`src/rtl/fetch_controller.sv`:
```
// fetch_controller: instruction-fetch sequencer between program_counter, instruction memory and decode.
// Define FETCH_TIMEOUT_EN to add the ack-wait timeout counter and the sticky FAULT state.
module fetch_controller #(
   parameter int INSTR_W        = 32,
   parameter int TIMEOUT_CYCLES = 16
) (
   input  logic               clk,
   input  logic               clr,
   input  logic [INSTR_W-1:0] pc_q,
   output logic               pc_inc,
   output logic               pc_ld,
   output logic [INSTR_W-1:0] pc_d,
   input  logic               redirect,
   input  logic [INSTR_W-1:0] redirect_addr,
   output logic               mem_req,
   output logic [INSTR_W-1:0] mem_addr,
   input  logic               mem_ack,
   input  logic [INSTR_W-1:0] mem_rdata,
   output logic               instr_valid,
   input  logic               instr_ready,
   output logic [INSTR_W-1:0] instr,
   output logic [INSTR_W-1:0] instr_pc,
   output logic               fetch_fault
);

`ifdef FETCH_TIMEOUT_EN
   typedef enum logic [1:0] {FETCH, ISSUE, DRAIN, FAULT} state_t;
`else
   typedef enum logic [1:0] {FETCH, ISSUE, DRAIN} state_t;
`endif

   state_t             state;
   state_t             next_state;
   logic [INSTR_W-1:0] req_addr;
   logic [INSTR_W-1:0] instr_q;
   logic [INSTR_W-1:0] instr_pc_q;
   logic               valid_q;
   logic               capture;

`ifdef FETCH_TIMEOUT_EN
   localparam int CNT_W = $clog2(TIMEOUT_CYCLES + 1);

   logic [CNT_W-1:0]   wait_cnt;
   logic               fault_q;
   logic               timeout_hit;

   assign timeout_hit = (wait_cnt == CNT_W'(TIMEOUT_CYCLES - 1));
`endif

   // Next-state and PC/memory control; redirect outranks ack and ready in every active state.
   always_comb begin
      next_state = state;
      pc_inc     = 1'b0;
      pc_ld      = 1'b0;
      pc_d       = '0;
      mem_req    = 1'b0;
      mem_addr   = '0;
      capture    = 1'b0;
      if (!clr) begin
         case (state)
            FETCH: begin
               mem_req  = 1'b1;
               mem_addr = pc_q;
               if (redirect) begin
                  pc_ld      = 1'b1;
                  pc_d       = redirect_addr;
                  next_state = mem_ack ? FETCH : DRAIN;
               end else if (mem_ack) begin
                  pc_inc     = 1'b1;
                  capture    = 1'b1;
                  next_state = ISSUE;
               end
`ifdef FETCH_TIMEOUT_EN
               else if (timeout_hit) begin
                  next_state = FAULT;
               end
`endif
            end
            ISSUE: begin
               if (redirect) begin
                  pc_ld      = 1'b1;
                  pc_d       = redirect_addr;
                  next_state = FETCH;
               end else if (instr_ready) begin
                  next_state = FETCH;
               end
            end
            DRAIN: begin
               // Keep presenting the abandoned address until its ack arrives and is dropped.
               mem_req  = 1'b1;
               mem_addr = req_addr;
               if (redirect) begin
                  pc_ld      = 1'b1;
                  pc_d       = redirect_addr;
                  next_state = DRAIN;
               end else if (mem_ack) begin
                  next_state = FETCH;
               end
`ifdef FETCH_TIMEOUT_EN
               else if (timeout_hit) begin
                  next_state = FAULT;
               end
`endif
            end
            default: begin
               next_state = state;
            end
         endcase
      end
   end

   // State register plus the held instruction word and its PC.
   always_ff @(posedge clk) begin
      if (clr) begin
         state      <= FETCH;
         req_addr   <= '0;
         instr_q    <= '0;
         instr_pc_q <= '0;
         valid_q    <= 1'b0;
      end else begin
         state   <= next_state;
         valid_q <= (next_state == ISSUE);
         if (state == FETCH) begin
            req_addr <= pc_q;
         end
         if (capture) begin
            instr_q    <= mem_rdata;
            instr_pc_q <= pc_q;
         end
      end
   end

`ifdef FETCH_TIMEOUT_EN
   // Wait counter restarts whenever the wait is broken by an ack, a redirect or a state change.
   always_ff @(posedge clk) begin
      if (clr) begin
         wait_cnt <= '0;
         fault_q  <= 1'b0;
      end else begin
         if (next_state == FAULT) begin
            fault_q <= 1'b1;
         end
         if ((next_state != state) || mem_ack || redirect) begin
            wait_cnt <= '0;
         end else if ((state == FETCH) || (state == DRAIN)) begin
            wait_cnt <= wait_cnt + 1'b1;
         end
      end
   end

   assign fetch_fault = fault_q & ~clr;
`else
   assign fetch_fault = 1'b0;
`endif

   assign instr_valid = valid_q & ~clr;
   assign instr       = clr ? '0 : instr_q;
   assign instr_pc    = clr ? '0 : instr_pc_q;

endmodule

```
`config.mk`:
```
export PLATFORM = sky130hd
export DESIGN_NAME = fetch_controller
export DESIGN_NICKNAME = d
export VERILOG_FILES = /design/src/rtl/fetch_controller.sv
export SDC_FILE = /design/constraint.sdc
export NUM_CORES = 1
export LEC_CHECK = 0
export ABC_AREA = 1
export ABC_CLOCK_PERIOD_IN_PS = 1850
export CAP_MARGIN = 20
export CORE_MARGIN = 2
export CORE_UTILIZATION = 42
export CTS_CLUSTER_SIZE = 14
export DETAILED_ROUTE_END_ITERATION = 16
export PLACE_DENSITY_LB_ADDON = 0.08
export SYNTH_ARGS = -nofsm -noshare
export SYNTH_HDL_FRONTEND = slang
export SYNTH_SLANG_ARGS = --single-unit
```
`constraint.sdc`:
```
create_clock -name clk -period 1.85 [get_ports clk]
set_input_delay 0.2775 -clock clk [delete_from_list [all_inputs] [get_ports clk]]
set_output_delay 0.2775 -clock clk [all_outputs]
set_load 0.05 [all_outputs]
```
Word-level counts from Yosys, hierarchy flattened
Cells that the tools add are included.

storage, ports and cells
  ROM bits = 0
  bits in latches = 0
  bits of input ports = 101
  RAM bits = 0
  register bits after elaboration = 99
  output and inout port bits = 133
  logic and storage cells = 38
  memories kept = 0

operators by class
  add/sub/neg operators = 0
  reductions and logical operators = 3
  bitwise logic cells = 2
  shift-type cells = 0
  multiply operators = 0
  magnitude comparators = 0
  divide/modulo/power cells = 0
  equality and inequality tests = 3
  multiplexer cells = 25

operators with widths
  operator                                       number
  two-way mux 32 bit                             6
  one-hot mux 32 bit (2 select lines)            1
  two-way mux 2 bit                              8
  two-way mux 1 bit                              9
  one-hot mux 2 bit (3 select lines)             1
  == test 2 x 1 -> 1 bit, second input constant  2
  OR reduction 3 bit                             1
  == test 2 bit, second input constant           1
  logical NOT 2 bit                              1
  OR reduction 2 bit                             1
  bitwise AND 1 bit                              1
  inverter 1 bit                                 1

Depth between registers and ports, before layout
Gate-level depths: netlist of the first run.

  word-level depth = 5
  gate-level depth with buffers = 8
  gate-level depth less buffers = 6

Worst setup path after synthesis of the first run
No wires, ideal clock.

  kind = register -> output
  start point = register state[0]
  end point = output port mem_addr[11]
  arrival = 1.664 ns
  path buffers = 1
  data required time = 1.572 ns
  slack = -0.092 ns
  stages on the path, launching flop included = 5
  path through = dfxtp_1 > nor2_4 > clkbuf_1 > nand2_1 > a21oi_1

between the ends
  word-level cells in the longest chain between the ends = 3
  elaborated cells between the ends (all ways) = 4
  those cells by class = eq/ne (1); mux (2); reduce/logical (1)

ends and longest elaborated chain
  element                                             line  RTL
  start, declared                                     32    state_t state;
  start signal, assigned                              121   state <= next_state;
  == test 2 bit or logical NOT 2 bit (tied branches)  60    case (state)
  one-hot mux 32 bit (2 select lines) *               60
  two-way mux 32 bit *                                59    if (!clr) begin
  end, declared                                       16    output logic [INSTR_W-1:0] mem_addr,

Every way passes the cells marked *; elsewhere a longest branch is shown, timed or not.

Worst setup path in the final report of the first run
  start point = register state[1]
  end point = output port mem_addr[25]

Same word-level chain as after synthesis.

==> results of run 1 <==
worst min path at each step:
stage	to	slack (ns)	depth (start not counted)	start
2_1_floorplan	instr_pc_q[0]	0.39	2	pc_q[0]
3_3_place_gp	req_addr[10]	0.45	2	req_addr[10]
3_5_place_dp	req_addr[27]	0.45	2	req_addr[27]
4_1_cts	instr_q[28]	0.38	4	clr
5_1_grt	instr_q[31]	0.40	4	clr
6_report	instr_pc_q[7]	0.41	4	clr
kinds of logic (layout without fill, tap and decap cells):
family | Yosys count | count (layout) | share of synthesized area [%]
and+or+nand+nor | 275 | 275 | 24.2
other | 1 | 2 | 0.0869
AOI/OAI and AO/OA | 128 | 128 | 14.8
DFF | 99 | 99 | 45.9
buffers and inverters | 146 | 375 | 14.9
final cells by class:
class                   count  area [sq um]
repair buffers            254          3150
fillers                   684          2040
flip-flops and latches     99          1990
multi-input cells         404          1950
inverters                 105           394
well taps                 133           166
clock buffers              12           155
clock inverters             4          25.0
diodes                      1          2.50
what timing repair did:
item / in CTS / in global routing
hold buffers: 0 / 0
buffers inserted: 1 / 0
setup endpoints to repair: 53 / 63
gates cloned: 1 / 3
resized for setup: 7 / 44
sequential cells by signal, indices dropped and copies added (netlist names):
name	flops
instr_pc_q	32
instr_q	32
req_addr	32
state	2
valid_q	1
metal layers:
layer / share of wire (%) / wire length, um / GRT usage [%] / vias up
met5: 0 / 0 / 0 / -
met4: 4.0 / 604 / 11.4 / 0
met3: 8.3 / 1250 / 9.03 / 38
met2: 49 / 7470 / 43.8 / 184
met1: 38 / 5840 / 28.5 / 2200
li1: - / - / - / 2405
cell usage in the layout, fill, tap and decap left out, drive strengths merged:
cell | synthesis | layout
nand2 | 231 | 231
buf | 32 | 152
inv | 105 | 105
clkdlybuf4s50 | 0 | 99
dfxtp | 99 | 99
o21ai | 64 | 64
a21oi | 64 | 64
nor2 | 41 | 41
clkbuf | 9 | 15
nand3 | 3 | 3
clkinvlp | 0 | 2
clkinv | 0 | 2
diode | 0 | 1
conb | 1 | 1
per-stage QoR:
stage / setup WS [ns] / cell area (sq um) / util [%] / cells
after CTS: -0.0593 / 7640 / 77.4 / 1008
final: -0.0248 / 7830 / 79.4 / 1012
after global routing: -0.104 / 7830 / 79.4 / 1012
after global placement: 0.0870 / 7410 / 75.1 / 990
after detailed placement: 0.0153 / 7410 / 75.1 / 990
after floorplan: 0.110 / 4430 / - / 649
power by group through the flow:
stage	Sequential [mW]	Combinational, mW	Clock, mW
floorplan	2.36	0.883	0
global placement	2.36	1.66	0
detailed placement	2.37	1.69	0
CTS	2.32	1.72	1.31
global route	2.34	1.86	1.41
finish	2.32	1.77	1.29
worst max-delay path: stages, from the launching register on:
cell and delay, ns:
dfxtp_4 0.38, inv_1 0.08, nor2_4 0.15, clkbuf_16 0.20, nand2_1 0.07, a21oi_2 0.18, buf_12 0.16
==> flow_summary_export.csv, run 1 <==
group,metric,value,unit
yosys,synth_edf_count,0,
min_path,min_path_type,"input pin to flop",
yosys,synthesis.area,4310,sq um
cts,cts.path.max_buffers,2,
cts,clk_latency,0.38,ns
timing,min_period,1.87,ns
timing,setup_tns,-0.164,ns
timing,finalCritPeriodShare,101,%
power,p_sw_share,33.1,%
timing,fin_ws,-0.0248,ns
global_route,globalRouteTotalUtil,25.6,%
yosys,synth_top_area_share,45.9,%
power,p_int,3.59,mW
detailed_routing,first_iter_violations,170,
power,switchingPower,1.78,mW
global_route,grt_start_max_net_pins,68,
timing,rsz0062_at_grt,"true",
timing,hold_ws,0.410,ns
power,leakage,3.81,nW
timing,setup_viol,20,
power,seqPwrFrac,43.2,%
yosys,synth_warnings,0,
power,power.density,686,nW/um^2
detailed_routing,viasPerCell,4.77,
floorplan,chipHeight,105,um
cells_and_area,final_nets,974,
detailed_routing,wl_per_cell,15.0,um
worst_setup_path,critPathRequiredTime,1.57,ns
worst_setup_path,critPathLaunchType,"flop",
status,violations,"negative setup slack",
yosys,synth.most_common_cell,"nand2_1",
worst_setup_path,cp_max_fo,16,
floorplan,coreArea,9860,sq um
yosys,synth_top_cells_by_count,"nand2_1 (231), inv_1 (105), dfxtp_1 (99)",
yosys,synth_area_per_cell,6.65,sq um
worst_setup_path,r2r-start,"state[1]",
worst_setup_path,r2r_cells,8,
yosys,synth_seq_cells,99,
floorplan,die_w,105,um
detailed_routing,drt-total-wl,15200,um
yosys,postSynthCellCount,649,
floorplan,initial_core_util,43.7,%
floorplan,rows,36,
global_route,grt_pass1_vias,4499,
cts,clkTransAtPathRegs,0.10,ns
power,vdd_drop_max,0.000479,V
worst_setup_path,crit_end,"mem_addr[25]",
power,finalPower,5.37,mW
timing,fmax,533,MHz
cells_and_area,area_delta_synth_final,81.4,%
worst_setup_path,rrSetupSlack,0.36,ns
floorplan,dieArea,11100,sq um
yosys,yosysTopAreaCell,"dfxtp_1",
cells_and_area,drive_gt1_share,27.8,%
power,clock_power_share,24.0,%
yosys,yosys.cell_types.count,16,
floorplan,io-pin-count,234,
placement,port_buffers,232,
worst_setup_path,cp-end-kind,"output pin",
cts,clockRootBuffer,"clkbuf_8",
yosys,async_reset_ff_share,0,%
cts,cts-htree-levels,3,
detailed_routing,postRouteAntennaNets,0,
placement,dpl.hpwl,11000,um
timing,drv_slew,0,
detailed_routing,drc,0,
worst_setup_path,critPathKind,"flop to output pin",
flow_run,cap_viol_max_count,0,
timing,hold_violations,0,
placement,gp_congestion,0.962,
worst_setup_path,startpoint,"state[1]",
cts,cts_buffers,9,
yosys,yosysSeqAreaShare,45.9,%
detailed_routing,drt-pass1-iter-count,4,
yosys,ys.flop_type,"dfxtp_1",
worst_setup_path,worstPathArrival,1.60,ns
power,combPwrFrac,32.9,%
cts,cts_tree,"done",
yosys,syn_nets,750,
detailed_routing,vias,4827,
global_route,grt_antenna_before_repair,1,
cts,clock-sinks,99,
status,outcome,"finished with violations",
timing,skew,0.00835,ns
worst_setup_path,r2r-end,"instr_q[5]",
global_route,grt_pass1_wl,22500,um
yosys,synth.area.top_cells,"dfxtp_1 (46%), nand2_1 (20%), inv_1 (9.1%), a21oi_1 (7.4%), o21ai_1 (6.3%)",
global_route,grt-ovfl-total,0,
(Power assumes the default switching activity.)
==> run 2, diff against run 1 <==
SETUP_SLACK_MARGIN = 0.5   (was default)
==> flow_summary_export.csv, run 2 (synthesis gave the netlist of run 1 again) <==
group,metric,value,unit
timing,hold_violations,0,
min_path,whs_path_depth,3,
worst_setup_path,worstPathArrival,1.76,ns
worst_setup_path,critPathKind,"flop to output pin",
cells_and_area,most-common-layout-cells,"nand2_1 (152), buf_12 (99), clkdlybuf4s50_1 (98), dfxtp_1 (97), inv_1 (62)",
detailed_routing,first_iter_violations,503,
global_route,grt-ovfl-total,0,
power,leakage,4.21,nW
global_route,grt_pass1_vias,5236,
cts,clk_latency,0.39,ns
placement,gp_congestion,0.840,
placement,post-place-ws,-0.0746,ns
detailed_routing,viasPerCell,5.67,
timing,setup_tns,-3.86,ns
timing,setup_viol,62,
floorplan,io-pin-count,234,
placement,dpl.hpwl,11300,um
global_route,globalRouteTotalUtil,29.9,%
worst_setup_path,r2r-end,"instr_q[10]",
min_path,min_from,"mem_rdata[25]",
floorplan,initial_core_util,43.7,%
power,power.density,626,nW/um^2
cells_and_area,reg.largest.list,"instr_pc_q: 32 flops, instr_q: 32 flops, req_addr: 32 flops",
timing,drv_slew,0,
cells_and_area,final_nets,985,
detailed_routing,drc,0,
cells_and_area,layout.cells.non_filler,1022,
worst_setup_path,path_common_cell,"buf_12",
min_path,min_to,"instr_q[25]",
floorplan,chipHeight,105,um
cts,postCtsHoldBufs,0,
cells_and_area,fin_area,9540,sq um
timing,min_period,2.03,ns
cts,clock-sinks,99,
worst_setup_path,r2r-start,"state[0]",
cts,clkTransAtPathRegs,0.10,ns
placement,dpl.cell_count,990,
timing,fmax,491,MHz
min_path,min_path_type,"input pin to flop",
worst_setup_path,critPathLaunchType,"flop",
detailed_routing,drt-total-wl,24000,um
cts,cts_buffers,9,
cells_and_area,drive_gt1_share,44.2,%
cts,clockRootBuffer,"clkbuf_8",
worst_setup_path,cpMaxStageDelayCell,"dfxtp_4",
timing,finalCritPeriodShare,110,%
worst_setup_path,rrSetupSlack,0.09,ns
floorplan,dieArea,11100,sq um
cts,cts.path.max_buffers,2,
global_route,grt_pass1_wl,26500,um
global_route,grt_antenna_before_repair,0,
power,vdd_drop_max,0.000550,V
worst_setup_path,crit_family,"buffers and inverters",
detailed_routing,postRouteAntennaNets,0,
timing,rsz0062_at_grt,"true",
cells_and_area,n_antenna_cell,0,
timing,max_slew_margin,63.1,%
power,finalPower,5.97,mW
timing,skew,0.0129,ns
cells_and_area,n_fill_cell,177,
timing,fin_ws,-0.185,ns
worst_setup_path,path_cells,"inv_4, nor2_4, buf_12, buf_12, nand2_4, a21oi_4, buf_12",
detailed_routing,drt-pass1-iter-count,5,
flow_run,cap_viol_max_count,0,
detailed_routing,wl_per_cell,23.5,um
status,outcome,"finished with violations",
floorplan,die_w,105,um
cts,cts-htree-levels,3,
worst_setup_path,cp-end-kind,"output pin",
cells_and_area,area_delta_synth_final,121,%
timing,worst_pin_slew,0.553,ns
detailed_routing,vias,5796,
worst_setup_path,r2r_cells,8,
worst_setup_path,max_stage_delay,0.40,ns
floorplan,rows,36,
placement,port_buffers,232,
status,violations,"negative setup slack",
worst_setup_path,cp_max_fo,7,
placement,place_area,8430,sq um
global_route,grt_start_max_net_pins,68,
floorplan,coreArea,9860,sq um
cts,cts_tree,"done",
cells_and_area,layout_commonest_cell,"nand2_1",
worst_setup_path,path_buf_inv,4,
worst_setup_path,critPathRequiredTime,1.57,ns
-- run 2: where the power goes --
group | total [mW] | leakage, nW | internal [mW] | switching [mW]
Clock | 1.34 | 0.0924 | 0.527 | 0.816
Combinational | 2.26 | 3.30 | 0.963 | 1.30
Sequential | 2.37 | 0.814 | 2.27 | 0.102
Total | 5.97 | 4.21 | 3.76 | 2.21
-- run 2: per-layer routing --
| metal | vias up | wire length [um] | part of all wire, % | global-route usage, % |
|---|---|---|---|---|
| met5 | - | 0 | 0 | 0 |
| met2 | 480 | 12000 | 50 | 55.8 |
| li1 | 2427 | - | - | - |
| met1 | 2739 | 7950 | 33 | 31.7 |
| met4 | 0 | 1770 | 7.4 | 9.81 |
| met3 | 150 | 2260 | 9.4 | 9.21 |
-- run 2: cell type report --
cell class	instances	area [sq um]	area share (%)
Clock buffer	10	138	1.44
Clock inverter	6	40.0	0.420
Inverter	105	551	5.77
Multi-Input combinational cell	404	2830	29.7
Sequential cell	99	1990	20.8
Tap cell	133	166	1.74
Timing Repair Buffer	265	3820	40.1
-- run 2: worst max-delay path by stage --
stage | end | slack (ns) | from | cells after the start
floorplan | mem_addr[8] | 0.33 | state[1] | 5
global placement | pc_inc | 0.03 | redirect | 7
detailed placement | instr_pc_q[22] | -0.07 | redirect | 9
CTS | mem_addr[2] | -0.08 | state[1] | 7
global route | mem_addr[17] | -0.22 | state[1] | 7
finish | mem_addr[17] | -0.18 | state[1] | 7
-- run 2: what timing repair did --
item	CTS	global route
cloned	4	7
pin swaps	7	29
endpoints found under the setup margin	221	218
resized for setup	69	93
setup buffers	3	2
-- run 2: worst reg2reg max path: cells and delay by family (launching register included) --
family                 cells  cell delay (ns)
buffers and inverters      3             0.69
and+or+nand+nor            4             0.47
AOI/OAI and AO/OA          1             0.12
DFF                        1             0.40
-- run 2: metrics by stage --
| step | util (%) | hold WS (ns) |
|---|---|---|
| 2_1_floorplan | - | 0.390 |
| 3_3_place_gp | 85.4 | 0.448 |
| 3_5_place_dp | 85.4 | 0.456 |
| 4_1_cts | 91.3 | 0.432 |
| 5_1_grt | 96.7 | 0.458 |
| 6_report | 96.7 | 0.451 |
